File: src/rtl/ebpc_pkg.sv
// Shared types and helpers for the EBPC encoder front-end blocks.
package ebpc_pkg;

   // Width of one encoder input word.
   localparam int unsigned DATA_W = 16;

   // Stream arbiter states: waiting for a request, passing a stream, waiting for the encoder to finish.
   typedef enum logic [1:0] {
      ARB_IDLE,
      ARB_GRANT,
      ARB_DRAIN
   } arb_state_t;

   // Index width for n requesters; a single requester still gets a 1-bit index.
   function automatic int unsigned idw(input int unsigned n);
      return (n <= 1) ? 1 : $clog2(n);
   endfunction

endpackage

File: src/rtl/ebpc_rr_pick.sv
// Combinational round-robin picker: first set bit of req_i at or after ptr_i, wrapping modulo N.
module ebpc_rr_pick
   import ebpc_pkg::*;
#(
   parameter  int unsigned N   = 4,
   localparam int unsigned IDW = idw(N)
) (
   input  logic [N-1:0]   req_i,
   input  logic [IDW-1:0] ptr_i,
   output logic [IDW-1:0] idx_o,
   output logic           any_o
);

   // off_idx[k] is the requester index that sits k places after the pointer.
   logic [N-1:0][IDW-1:0] off_idx;
   logic [N-1:0]          off_req;

   for (genvar gi = 0; gi < N; gi++) begin : g_off
      logic [IDW:0] sum;
      // ptr_i is always below N, so a single conditional subtract performs the wrap.
      assign sum          = {1'b0, ptr_i} + (IDW+1)'(gi);
      assign off_idx[gi]  = (sum >= (IDW+1)'(N)) ? IDW'(sum - (IDW+1)'(N)) : sum[IDW-1:0];
      assign off_req[gi]  = req_i[off_idx[gi]];
   end

   // Scan from the farthest offset down so the nearest requester overwrites and wins.
   always_comb begin
      idx_o = '0;
      any_o = 1'b0;
      for (int k = N - 1; k >= 0; k--) begin
         if (off_req[k]) begin
            idx_o = off_idx[k];
            any_o = 1'b1;
         end
      end
   end

endmodule

File: src/rtl/ebpc_enc_arbiter.sv
// Shares one EBPC encoder between N_REQ streams, granting whole streams in round-robin order.
module ebpc_enc_arbiter
   import ebpc_pkg::*;
#(
   parameter  int unsigned N_REQ = 4,
   parameter  int unsigned CNT_W = 16,
   localparam int unsigned IDW   = idw(N_REQ)
) (
   input  logic                          clk_i,
   input  logic                          rst_ni,
   input  logic [N_REQ-1:0]              en_mask_i,
   input  logic [N_REQ-1:0][DATA_W-1:0]  req_data_i,
   input  logic [N_REQ-1:0]              req_last_i,
   input  logic [N_REQ-1:0]              req_vld_i,
   output logic [N_REQ-1:0]              req_rdy_o,
   output logic [DATA_W-1:0]             enc_data_o,
   output logic                          enc_last_o,
   output logic                          enc_vld_o,
   input  logic                          enc_rdy_i,
   input  logic                          enc_idle_i,
   output logic                          busy_o,
   output logic [IDW-1:0]                cur_id_o,
   output logic                          done_o,
   output logic [IDW-1:0]                done_id_o,
   output logic [CNT_W-1:0]              done_cnt_o
);

   arb_state_t       state_q;
   logic [IDW-1:0]   rr_ptr_q;
   logic [IDW-1:0]   grant_q;
   logic [CNT_W-1:0] count_q;
   logic [CNT_W-1:0] count_d;
   logic             drain_first_q;

   logic [N_REQ-1:0] cand;
   logic [IDW-1:0]   pick_idx;
   logic             pick_any;
   logic             hs;
   logic             finish;
   logic [IDW-1:0]   rr_ptr_d;

   // Only enabled, valid requesters compete; the mask matters only while arbitrating.
   assign cand = req_vld_i & en_mask_i;

   ebpc_rr_pick #(
      .N (N_REQ)
   ) u_pick (
      .req_i (cand),
      .ptr_i (rr_ptr_q),
      .idx_o (pick_idx),
      .any_o (pick_any)
   );

   assign hs       = (state_q == ARB_GRANT) && req_vld_i[grant_q] && enc_rdy_i;
   // The first drain cycle may still see the encoder idle from before it took the last word.
   assign finish   = (state_q == ARB_DRAIN) && !drain_first_q && enc_idle_i;
   assign count_d  = (count_q == '1) ? count_q : count_q + 1'b1;
   assign rr_ptr_d = (grant_q == IDW'(N_REQ - 1)) ? '0 : grant_q + 1'b1;

   // Pass the granted requester straight through to the encoder; no buffering on the ready path.
   always_comb begin
      req_rdy_o  = '0;
      enc_data_o = '0;
      enc_last_o = 1'b0;
      enc_vld_o  = 1'b0;
      if (state_q == ARB_GRANT) begin
         enc_data_o         = req_data_i[grant_q];
         enc_last_o         = req_last_i[grant_q];
         enc_vld_o          = req_vld_i[grant_q];
         req_rdy_o[grant_q] = enc_rdy_i;
      end
   end

   assign busy_o     = (state_q != ARB_IDLE);
   assign cur_id_o   = grant_q;
   assign done_o     = finish;
   assign done_id_o  = finish ? grant_q : '0;
   assign done_cnt_o = finish ? count_q : '0;

   // Arbitration FSM: pick a stream, count its accepted words, wait for the encoder to drain.
   always_ff @(posedge clk_i) begin
      if (!rst_ni) begin
         state_q       <= ARB_IDLE;
         rr_ptr_q      <= '0;
         grant_q       <= '0;
         count_q       <= '0;
         drain_first_q <= 1'b0;
      end else begin
         case (state_q)
            ARB_IDLE: begin
               if (pick_any && enc_idle_i) begin
                  grant_q <= pick_idx;
                  count_q <= '0;
                  state_q <= ARB_GRANT;
               end
            end
            ARB_GRANT: begin
               if (hs) begin
                  count_q <= count_d;
                  if (req_last_i[grant_q]) begin
                     state_q       <= ARB_DRAIN;
                     drain_first_q <= 1'b1;
                  end
               end
            end
            ARB_DRAIN: begin
               drain_first_q <= 1'b0;
               if (finish) begin
                  rr_ptr_q <= rr_ptr_d;
                  state_q  <= ARB_IDLE;
               end
            end
            default: state_q <= ARB_IDLE;
         endcase
      end
   end

endmodule

File: config.mk
export PLATFORM = sky130hd
export DESIGN_NAME = ebpc_enc_arbiter
export DESIGN_NICKNAME = d
export VERILOG_FILES = /design/src/rtl/ebpc_pkg.sv /design/src/rtl/ebpc_rr_pick.sv /design/src/rtl/ebpc_enc_arbiter.sv
export SDC_FILE = /design/constraint.sdc
export NUM_CORES = 1
export LEC_CHECK = 0
export ABC_AREA = 1
export ABC_CLOCK_PERIOD_IN_PS = 1800
export CAP_MARGIN = 30
export CORE_MARGIN = 2
export CORE_UTILIZATION = 37
export CTS_CLUSTER_SIZE = 8
export DETAILED_ROUTE_END_ITERATION = 10
export GPL_TIMING_DRIVEN = 0
export MAX_ROUTING_LAYER = met4
export PLACE_DENSITY = 0.78
export SLEW_MARGIN = 20
export SYNTH_ARGS = -nofsm -noshare
export SYNTH_HDL_FRONTEND = slang
export SYNTH_HIERARCHICAL = 1
export SYNTH_SLANG_ARGS = --single-unit
File: constraint.sdc
create_clock -name clk_i -period 1.8 [get_ports clk_i]
set_clock_uncertainty 0.2 [all_clocks]
set_input_delay 0.36 -clock clk_i [delete_from_list [all_inputs] [get_ports clk_i]]
set_output_delay 0.36 -clock clk_i [all_outputs]
set_load 0.005 [all_outputs]
**Yosys cells after proc, flatten, opt, wreduce, memory -nomap -nowiden**

Cells that the tools add are included.

- Logic and storage cells: 98
- Input bits: 80
- Output and inout bits: 44
- Register bits: 23

- Reduce and logical (&&, ||, !) cells: 16
- Bitwise logic cells: 2
- Multiplexer cells: 47
- Add/sub/neg operators: 9
- $lt $le $gt $ge: 10
- Equality and inequality tests: 9

Operators by type and width:

| cell | count |
|---|---|
| $mux W16 | 6 |
| $bmux W16 S2 | 1 |
| $pmux W16 S2 | 1 |
| $mux W2 | 14 |
| $add A16 B1 Y16 const B | 1 |
| $eq A16 B16 Y1 const B | 1 |
| $lt A2 B3 Y1 const B | 5 |
| $mux W1 | 15 |
| $bmux W1 S2 | 6 |
| $ge A3 B3 Y1 const B | 3 |
| $and A4 B4 Y4 | 2 |
| $ne A2 B2 Y1 const B | 4 |
| $reduce_and A4 Y1 | 2 |
| $sub A2 B1 Y2 const B | 4 |
| $add A2 B2 Y3 const B | 2 |
| $logic_and A1 B1 Y1 | 6 |
| $pmux W2 S3 | 1 |
| $reduce_bool A2 Y1 | 3 |
| $eq A2 B2 Y1 const B | 2 |
| $mux W4 | 1 |
| $reduce_and A2 Y1 | 2 |
| $add A2 B1 Y3 const B | 1 |
| $ge A2 B3 Y1 const B | 1 |
| $reduce_and A3 Y1 | 1 |
| 8 further kinds | 8 |

**Logic depth before layout (Yosys ltp)**

Gate-level depths: netlist of the first run.

- Word-level depth: 12
- Gate-level depth with buffers: 16
- Gate-level depth less buffers: 15

**Hierarchy**

Netlist of the first run, hierarchy kept.

Modules (own cells, without submodules):

| module | area an instance (um2) | times used | seq. area each (um2) | cells an instance |
|---|---|---|---|---|
| ebpc_enc_arbiter | 2235.9 | 1 | 460.4 | 418 |
| ebpc_rr_pick | 225.2 | 1 | 0.0 | 44 |

**Least setup slack after synthesis of the first run**

No wires, ideal clock.

- Kind: register to output
- Start: reg grant_q[1] (netlist: cur_id_o[1])
- End: out enc_data_o[10]
- Arrival time: 1.275 ns
- Path slack: -0.035 ns
- Buffers on the path: 3
- Cell stages (with the launch flop): 8
- Required time: 1.240 ns
- Cell sequence: dfxtp_1 > buf_2 > inv_1 > buf_2 > buf_2 > nor2_1 > o21ai_0 > a21oi_1

- Longest elaborated chain between the ends: 3

RTL lines:

| item | RTL line | RTL |
|---|---|---|
| start, declared | ebpc_enc_arbiter.sv:30 | `logic [IDW-1:0] grant_q;` |
| start signal, assigned | ebpc_enc_arbiter.sv:92 | `grant_q <= pick_idx;` |
| $bmux W16 S2 | ebpc_enc_arbiter.sv:67 | `enc_data_o = req_data_i[grant_q];` |
| $mux W16 (implied by the code) | ebpc_enc_arbiter.sv:67 |  |
| $mux W16 | ebpc_enc_arbiter.sv:66 | `if (state_q == ARB_GRANT) begin` |
| end, declared | ebpc_enc_arbiter.sv:16 | `output logic [DATA_W-1:0] enc_data_o,` |

Every way passes these cells. The select of a mux whose other input is x is not followed.

**Final worst setup path of the first run**

- Start: reg grant_q[0] (netlist: cur_id_o[0])
- End: out enc_data_o[4]

Same word-level chain as after synthesis.

==> reports/qor.yml, run 1 <==
htreeDepth: 1
floorplan.die_area_um2: 7320
reg2regPathDepth: 12
tightest_slew_ns: 0.5811
holdCritStartpoint: "count_q[6]"
critPathLaunchType: "register"
cp.buffers_inverters: 4
end_kind: "output port"
critPathSlowestCell: "dfxtp_4"
path_class: "reg2out"
yosysUniqueCellTypes: 32
pre_cts_slack_ns: -0.8636
drt-met1-wl_um: 5068
cts_tree: "done"
finalWirelength_um: 13870
syn_nets: 547
violations: "setup timing"
io_pins: 124
path_delay_family: "buffers and inverters"
clk_latency_ns: 0.29
worstPathArrival_ns: 1.64
globalplace.congestion: 0.8885
drv_cap: 0
required_ns: 1.24
topRoutingLayerUsed: "met4"
initialDrtViolationCount: 256
async_reset_ff_share_pct: 0
wl_per_cell_um: 18.93
avgViaCountPerCell: 5.628
drtAntennaViolNets: 0
syn_to_final_growth_pct: 109.7
path_cells: "buf_8, buf_6, buf_6, nor2_1, nor2_1, o21ai_1, a21oi_1, buf_2"
syn_inst: 462
fmax_ghz: 0.4555
clockBufferDepth: 2
regArea_um2: 474.2
r2r_start: "rr_ptr_q[0]"
status: "finished, violations left"
antenna_found_initial: 0
wl_met3_um: 1187
rows: 29
drtPass1Iterations: 5
hold_violations: 0
grt_usage_pct: 33.43
avgSynthCellArea_um2: 5.327
dr_wl_met2_um: 6940
worstHoldPathCells: 2
final_net_count: 742
rrSetupSlack_ns: -0.36
grt-ovfl-total: 0
fin_area_um2: 5160
grt_max_degree: 14
cts_made_buffers: 3
setup_viol: 63
clkTransAtPathRegs_ns: 0.10
power_density_nw_per_um2: 563.5
cp_max_fo: 8
synth_area_um2: 2461
setup_tns_ns: -15.27
io_buffer_count: 123
rsz0062_at_grt: "true"
period_share_pct: 122.0
design.core.area_um2: 6386
slew_violations: 0
setup_slack_ns: -0.3952
synth_ff_type: "dfxtp_1"
cpPeakStageDelay_ns: 0.40
ys_seq_elements: 23
holdPathEnd: "count_q[6]"
cts.sinks: 23
multiInputGateArea_um2: 2322
dp_hpwl_um: 7278
diodes: 0
r2r_end: "count_q[1]"
power_leakage_nw: 2.248
grt_first_pass_wirelength_um: 19080
dpl_cell_area_um2: 3796
grt_pass1_vias: 3961
start_util_pct: 38.54
die_h_um: 85.56
synth-seq-area-share_pct: 18.71
min_period_ns: 2.195
die_x_um: 85.56
ys_warn_count: 6
clock-root-buffer: "clkbuf_8"
hp-class: "reg2reg"
drive_gt1_share_pct: 46.34
drc_errors: 0
nFillCells: 365
relSlewSlack_pct: 61.26
vias: 4125
synth_enable_flop_cells: 0
vdd.ir_drop.worst_v: 0.0003579
-- cells in the final DEF (no fill, tap or decap), types with 10 or more instances in the layout --
| master | Yosys | final |
|---|---|---|
| a21oi_1 | 29 | 16 |
| a21oi_2 | 2 | 15 |
| buf_2 | 4 | 40 |
| buf_4 | 3 | 43 |
| buf_6 | 3 | 21 |
| buf_8 | 1 | 15 |
| clkdlybuf4s50_1 | 0 | 69 |
| dfxtp_1 | 23 | 16 |
| dlygate4sd2_1 | 0 | 10 |
| inv_1 | 39 | 26 |
| inv_2 | 5 | 14 |
| nand2_1 | 97 | 71 |
| nand2_2 | 9 | 26 |
| nand2_4 | 2 | 11 |
| nand3_1 | 43 | 20 |
| nand3_2 | 1 | 19 |
| nor2_1 | 126 | 79 |
| nor2_2 | 2 | 26 |
| nor2_4 | 1 | 24 |
| o21ai_1 | 1 | 24 |
-- cells in the mapped netlist (3+ instances only) --
cell type	number	share of area, %
buf_2	4	0.81
clkbuf_1	12	1.8
a21oi_1	29	5.9
ha_1	5	2.5
inv_1	39	5.9
nand3_1	43	8.7
nand2_2	9	2.3
dfxtp_1	23	19
buf_6	3	1.4
nand2_1	97	15
buf_4	3	0.92
o21ai_0	39	7.9
nor2_1	126	19
inv_2	5	0.76
-- logic make-up after synthesis --
kind of cell	share of synthesized area, %
XOR/XNOR	0.3559
AO/OA/AOI/OAI	16.52
buffers and inverters	12.96
AND/OR/NAND/NOR	48.91
flip-flops	18.71
adder cells (fa/ha/maj)	2.542
-- report_power, final --
group | switching [mW] | leakage (nW) | total (mW) | internal (mW)
Sequential | 0.0507 | 0.190 | 0.601 | 0.551
Clock | 0.207 | 0.0255 | 0.363 | 0.156
Combinational | 1.01 | 2.03 | 1.94 | 0.938
Total | 1.26 | 2.25 | 2.91 | 1.65
-- sequential cells by signal (all words and copies together) (netlist names) --
signal         flops
cur_id_o           2
count_q           16
drain_first_q      1
rr_ptr_q           2
state_q            2
-- worst min-delay path, stage by stage, from the launching register on --
cell	delay, ns
dfxtp_1	0.38
nand2_4	0.09
a21oi_2	0.04
-- how the worst max path moves through the flow --
| stage | from | endpoint | slack, ns | depth (start not counted) |
|---|---|---|---|---|
| floorplan | req_vld_i[0] | count_q[13] | 0.0002 | 15 |
| global placement | state_q[0] | enc_data_o[3] | -0.84 | 6 |
| detailed placement | state_q[0] | enc_data_o[3] | -0.86 | 6 |
| CTS | state_q[0] | done_cnt_o[5] | -0.24 | 7 |
| global route | cur_id_o[0] | enc_data_o[4] | -0.42 | 8 |
| finish | cur_id_o[0] | enc_data_o[4] | -0.40 | 8 |
-- per-layer routing --
| metal | global-route usage, % | up-vias |
|---|---|---|
| met5 | - | - |
| met4 | 16.16 | 0 |
| met3 | 5.197 | 64 |
| met2 | 60.51 | 293 |
| met1 | 35.30 | 1915 |
| li1 | - | 1853 |
-- stage by stage --
stage	std cells	util (%)	power, mW	hold WS (ns)
floorplan	462	-	1.227	0.2338
global placement	662	59.44	1.696	0.2463
detailed placement	662	59.44	1.716	0.2564
CTS	723	73.14	2.543	0.2907
global route	733	80.80	3.021	0.3502
finish	733	80.80	2.907	0.3412
-- repair_timing --
item,CTS,global route
hold buffers,0,0
buffers inserted,49,15
pin swaps,69,52
gates resized for setup,367,120
cloned,9,1
endpoints found under the setup margin,65,64
-- cell type report --
cell class	count	share of cell area, %
Tap cell	77	1.867
Inverter	46	3.637
Clock buffer	3	0.8002
Timing Repair Buffer	193	33.00
Buffer	22	6.402
Multi-Input combinational cell	368	45.00
Sequential cell	23	9.190
Clock inverter	1	0.09699
Power figures use the tool's default switching activity.
==> inputs of run 2 (changes only) <==
Settings changed: ABC_AREA 1 to not set, CORE_UTILIZATION 37 to 34, SYNTH_HIERARCHICAL 1 to not set.
==> run 2 against run 1 <==
The run still ends with setup timing left. First-iteration DRC count is 30% lower. Hold slack worse by 0.027 ns. Clock power fell by 6.3%. Core utilization decreased by 3.8 points. Via count decreased by 27%. Die area fell by 10%. Setup slack worse by 0.22 ns. Largest cell class is now buffers.
==> reports/qor.yml, run 2 <==
status: "finished, violations left"  # unchanged
violations: "setup timing"  # unchanged
layout_common_cells: "69 x clkdlybuf4s50_1, 59 x buf_6, 32 x and2_4, 29 x buf_4, 18 x mux4_2"  # was 79 x nor2_1, 71 x nand2_1, 69 x clkdlybuf4s50_1, 43 x buf_4, 40 x buf_2
drive_gt1_share_pct: 51.07  # was 46.34%
slew_violations: 0  # unchanged
avgSynthCellArea_um2: 8.694  # was 5.327 um^2
synth_area_um2: 2017  # was 2461 um^2
clock-root-buffer: "clkbuf_8"  # unchanged
io_pins: 124  # unchanged
drtPass1Iterations: 5  # unchanged
synth-seq-area-share_pct: 22.83  # was 18.71%
dpl_cell_area_um2: 3387  # was 3796 um^2
cpPeakStageDelay_ns: 0.51  # was 0.40 ns
nFillCells: 321  # was 365
path_class: "reg2reg"  # was reg2out
instances_no_fill: 496  # was 733
async_reset_ff_share_pct: 0  # unchanged
syn_to_final_growth_pct: 121.9  # was 109.7%
setup_viol: 60  # was 63
cts.sinks: 23  # unchanged
hold_slack_ns: 0.3139  # was 0.3412 ns
synth_enable_flop_cells: 0  # unchanged
vdd.ir_drop.worst_v: 0.0003192  # was 0.0003579 V
yosysTopAreaCell: "dfxtp_1"  # was nor2_1
setup_slack_ns: -0.6111  # was -0.3952 ns
ys_warn_count: 0  # was 6
cp_max_fo: 4  # was 8
relSlewSlack_pct: 51.68  # was 61.26%
design.core.area_um2: 5816  # was 6386 um^2
rsz0062_at_grt: "true"  # unchanged
grt_pass1_vias: 2836  # was 3961
required_ns: 1.79  # was 1.24 ns
synth_top_area_share_pct: 22.83  # was 19.22%
fmax_ghz: 0.4148  # was 0.4555 GHz
hold_violations: 0  # unchanged
pre_cts_slack_ns: -1.015  # was -0.8636 ns
htreeDepth: 1  # unchanged
die_x_um: 81.02  # was 85.56 um
clockBufferDepth: 2  # unchanged
dp_hpwl_um: 5687  # was 7278 um
dp_cells: 429  # was 662
final_net_count: 507  # was 742
vias: 3006  # was 4125
avgViaCountPerCell: 6.060  # was 5.628
antenna_found_initial: 0  # unchanged
grt-ovfl-total: 0  # unchanged
setup_tns_ns: -27.03  # was -15.27 ns
multiInputGateArea_um2: 1739  # was 2322 um^2
drc_errors: 0  # unchanged
clkTransAtPathRegs_ns: 0.09  # was 0.10 ns
drv_cap: 0  # unchanged
path_cells: "buf_6, buf_6, mux4_2, buf_6, nand3_4, a221o_1, or4_1, a21oi_1"  # was buf_8, buf_6, buf_6, nor2_1, nor2_1, o21ai_1, a21oi_1, buf_2
largest-register: "count_q"  # unchanged
grt_usage_pct: 30.63  # was 33.43%
wl_per_cell_um: 24.08  # was 18.93 um
syn_nets: 317  # was 547
hp-class: "reg2reg"  # unchanged
cts_tree: "done"  # unchanged
power_mw: 1.692  # was 2.907 mW
cp.buffers_inverters: 3  # was 4
tightest_slew_ns: 0.7173  # was 0.5811 ns
initialDrtViolationCount: 178  # was 256
synth_ff_type: "dfxtp_1"  # unchanged
layout_commonest_cell: "clkdlybuf4s50_1"  # was nor2_1
period_share_pct: 133.9  # was 122.0%
io_buffer_count: 122  # was 123
die_h_um: 81.02  # was 85.56 um
cts_hold_buf: 0  # unchanged
rows: 28  # was 29
grt_max_degree: 14  # unchanged
cts_made_buffers: 3  # unchanged
finalWirelength_um: 11950  # was 13870 um
path_common_cell: "buf_6"
power_leakage_nw: 1.870  # was 2.248 nW
yosysUniqueCellTypes: 39  # was 32
syn_inst: 232  # was 462
floorplan.die_area_um2: 6564  # was 7320 um^2
path_delay_family: "compound AO/OA/AOI/OAI gates"  # was buffers and inverters
synth_commonest_cells: "37 x and2_1, 23 x dfxtp_1, 18 x mux4_2"  # was 126 x nor2_1, 97 x nand2_1, 43 x nand3_1
ys_seq_elements: 23  # unchanged
globalplace.congestion: 0.8213  # was 0.8885
fin_area_um2: 4476  # was 5160 um^2
drtAntennaViolNets: 0  # unchanged
grt_first_pass_wirelength_um: 14860  # was 19080 um
end_kind: "register"  # was output port
critPathSlowestCell: "or4_1"  # was dfxtp_4
yosysMostFrequentCell: "and2_1"  # was nor2_1
power_density_nw_per_um2: 378.1  # was 563.5 nW/um^2
start_util_pct: 34.68  # was 38.54%
largest_reg_flops: 16  # unchanged
regArea_um2: 480.5  # was 474.2 um^2
clk_latency_ns: 0.27  # was 0.29 ns
critPathLaunchType: "register"  # unchanged
synthTopCellsByArea: "dfxtp_1 23%, mux4_2 20%, and2_1 11%"  # was nor2_1 19%, dfxtp_1 19%, nand2_1 15%
postLayoutCoreUtil_pct: 76.96  # was 80.80%
diodes: 0  # unchanged
worstPathArrival_ns: 2.40  # was 1.64 ns
min_period_ns: 2.411  # was 2.195 ns
==> run 2: per-layer routing <==
| layer | wire [um] | track usage, % | vias up |
|---|---|---|---|
| met5 | 0 | - | - |
| met4 | 796 | 13.90 | 0 |
| met3 | 1160 | 6.111 | 83 |
| met2 | 5838 | 54.71 | 214 |
| met1 | 4151 | 32.56 | 1456 |
| li1 | - | - | 1253 |
==> run 2: path summary, 6_finish.rpt <==
check	startpoint	endpoint	slack [ns]	depth (start not counted)
worst max-delay path	cur_id_o[0]	count_q[9]	-0.61	8
worst max register to register	cur_id_o[0]	count_q[9]	-0.61	8
worst min-delay path	count_q[8]	count_q[8]	0.31	1
worst min register to register	count_q[8]	count_q[8]	0.31	1
==> run 2: power by group <==
group | internal [mW] | total [mW] | switching [mW]
logic | 0.503 | 0.828 | 0.324
registers | 0.513 | 0.525 | 0.0116
clock network | 0.155 | 0.340 | 0.185
==> run 2: what timing repair did <==
action                     in CTS  in global routing
gates cloned                    6                  0
pin swaps                      46                 22
gates resized for setup       284                 71
setup buffers                  50                 18
setup endpoints to repair      62                 65
==> run 2: cell families (layout without fill, tap and decap cells) <==
logic type               Yosys count  in the layout  synth area share [%]
AND/OR/NAND/NOR                  110            110                 31.26
flip-flops                        23             23                 22.83
multiplexers                      20             20                 21.09
buffers and inverters             21            210                 4.466
adder cells (fa/ha/maj)            5              5                 3.102
AO/OA/AOI/OAI                     53             53                 17.25
==> run 2: layout make-up <==
cell class	count	area share (%)
Clock buffer	3	0.9226
Buffer	13	3.802
Inverter	6	0.6150
Clock inverter	1	0.1118
Tap cell	75	2.097
Sequential cell	23	10.74
Timing Repair Buffer	187	42.86
Multi-Input combinational cell	188	38.86
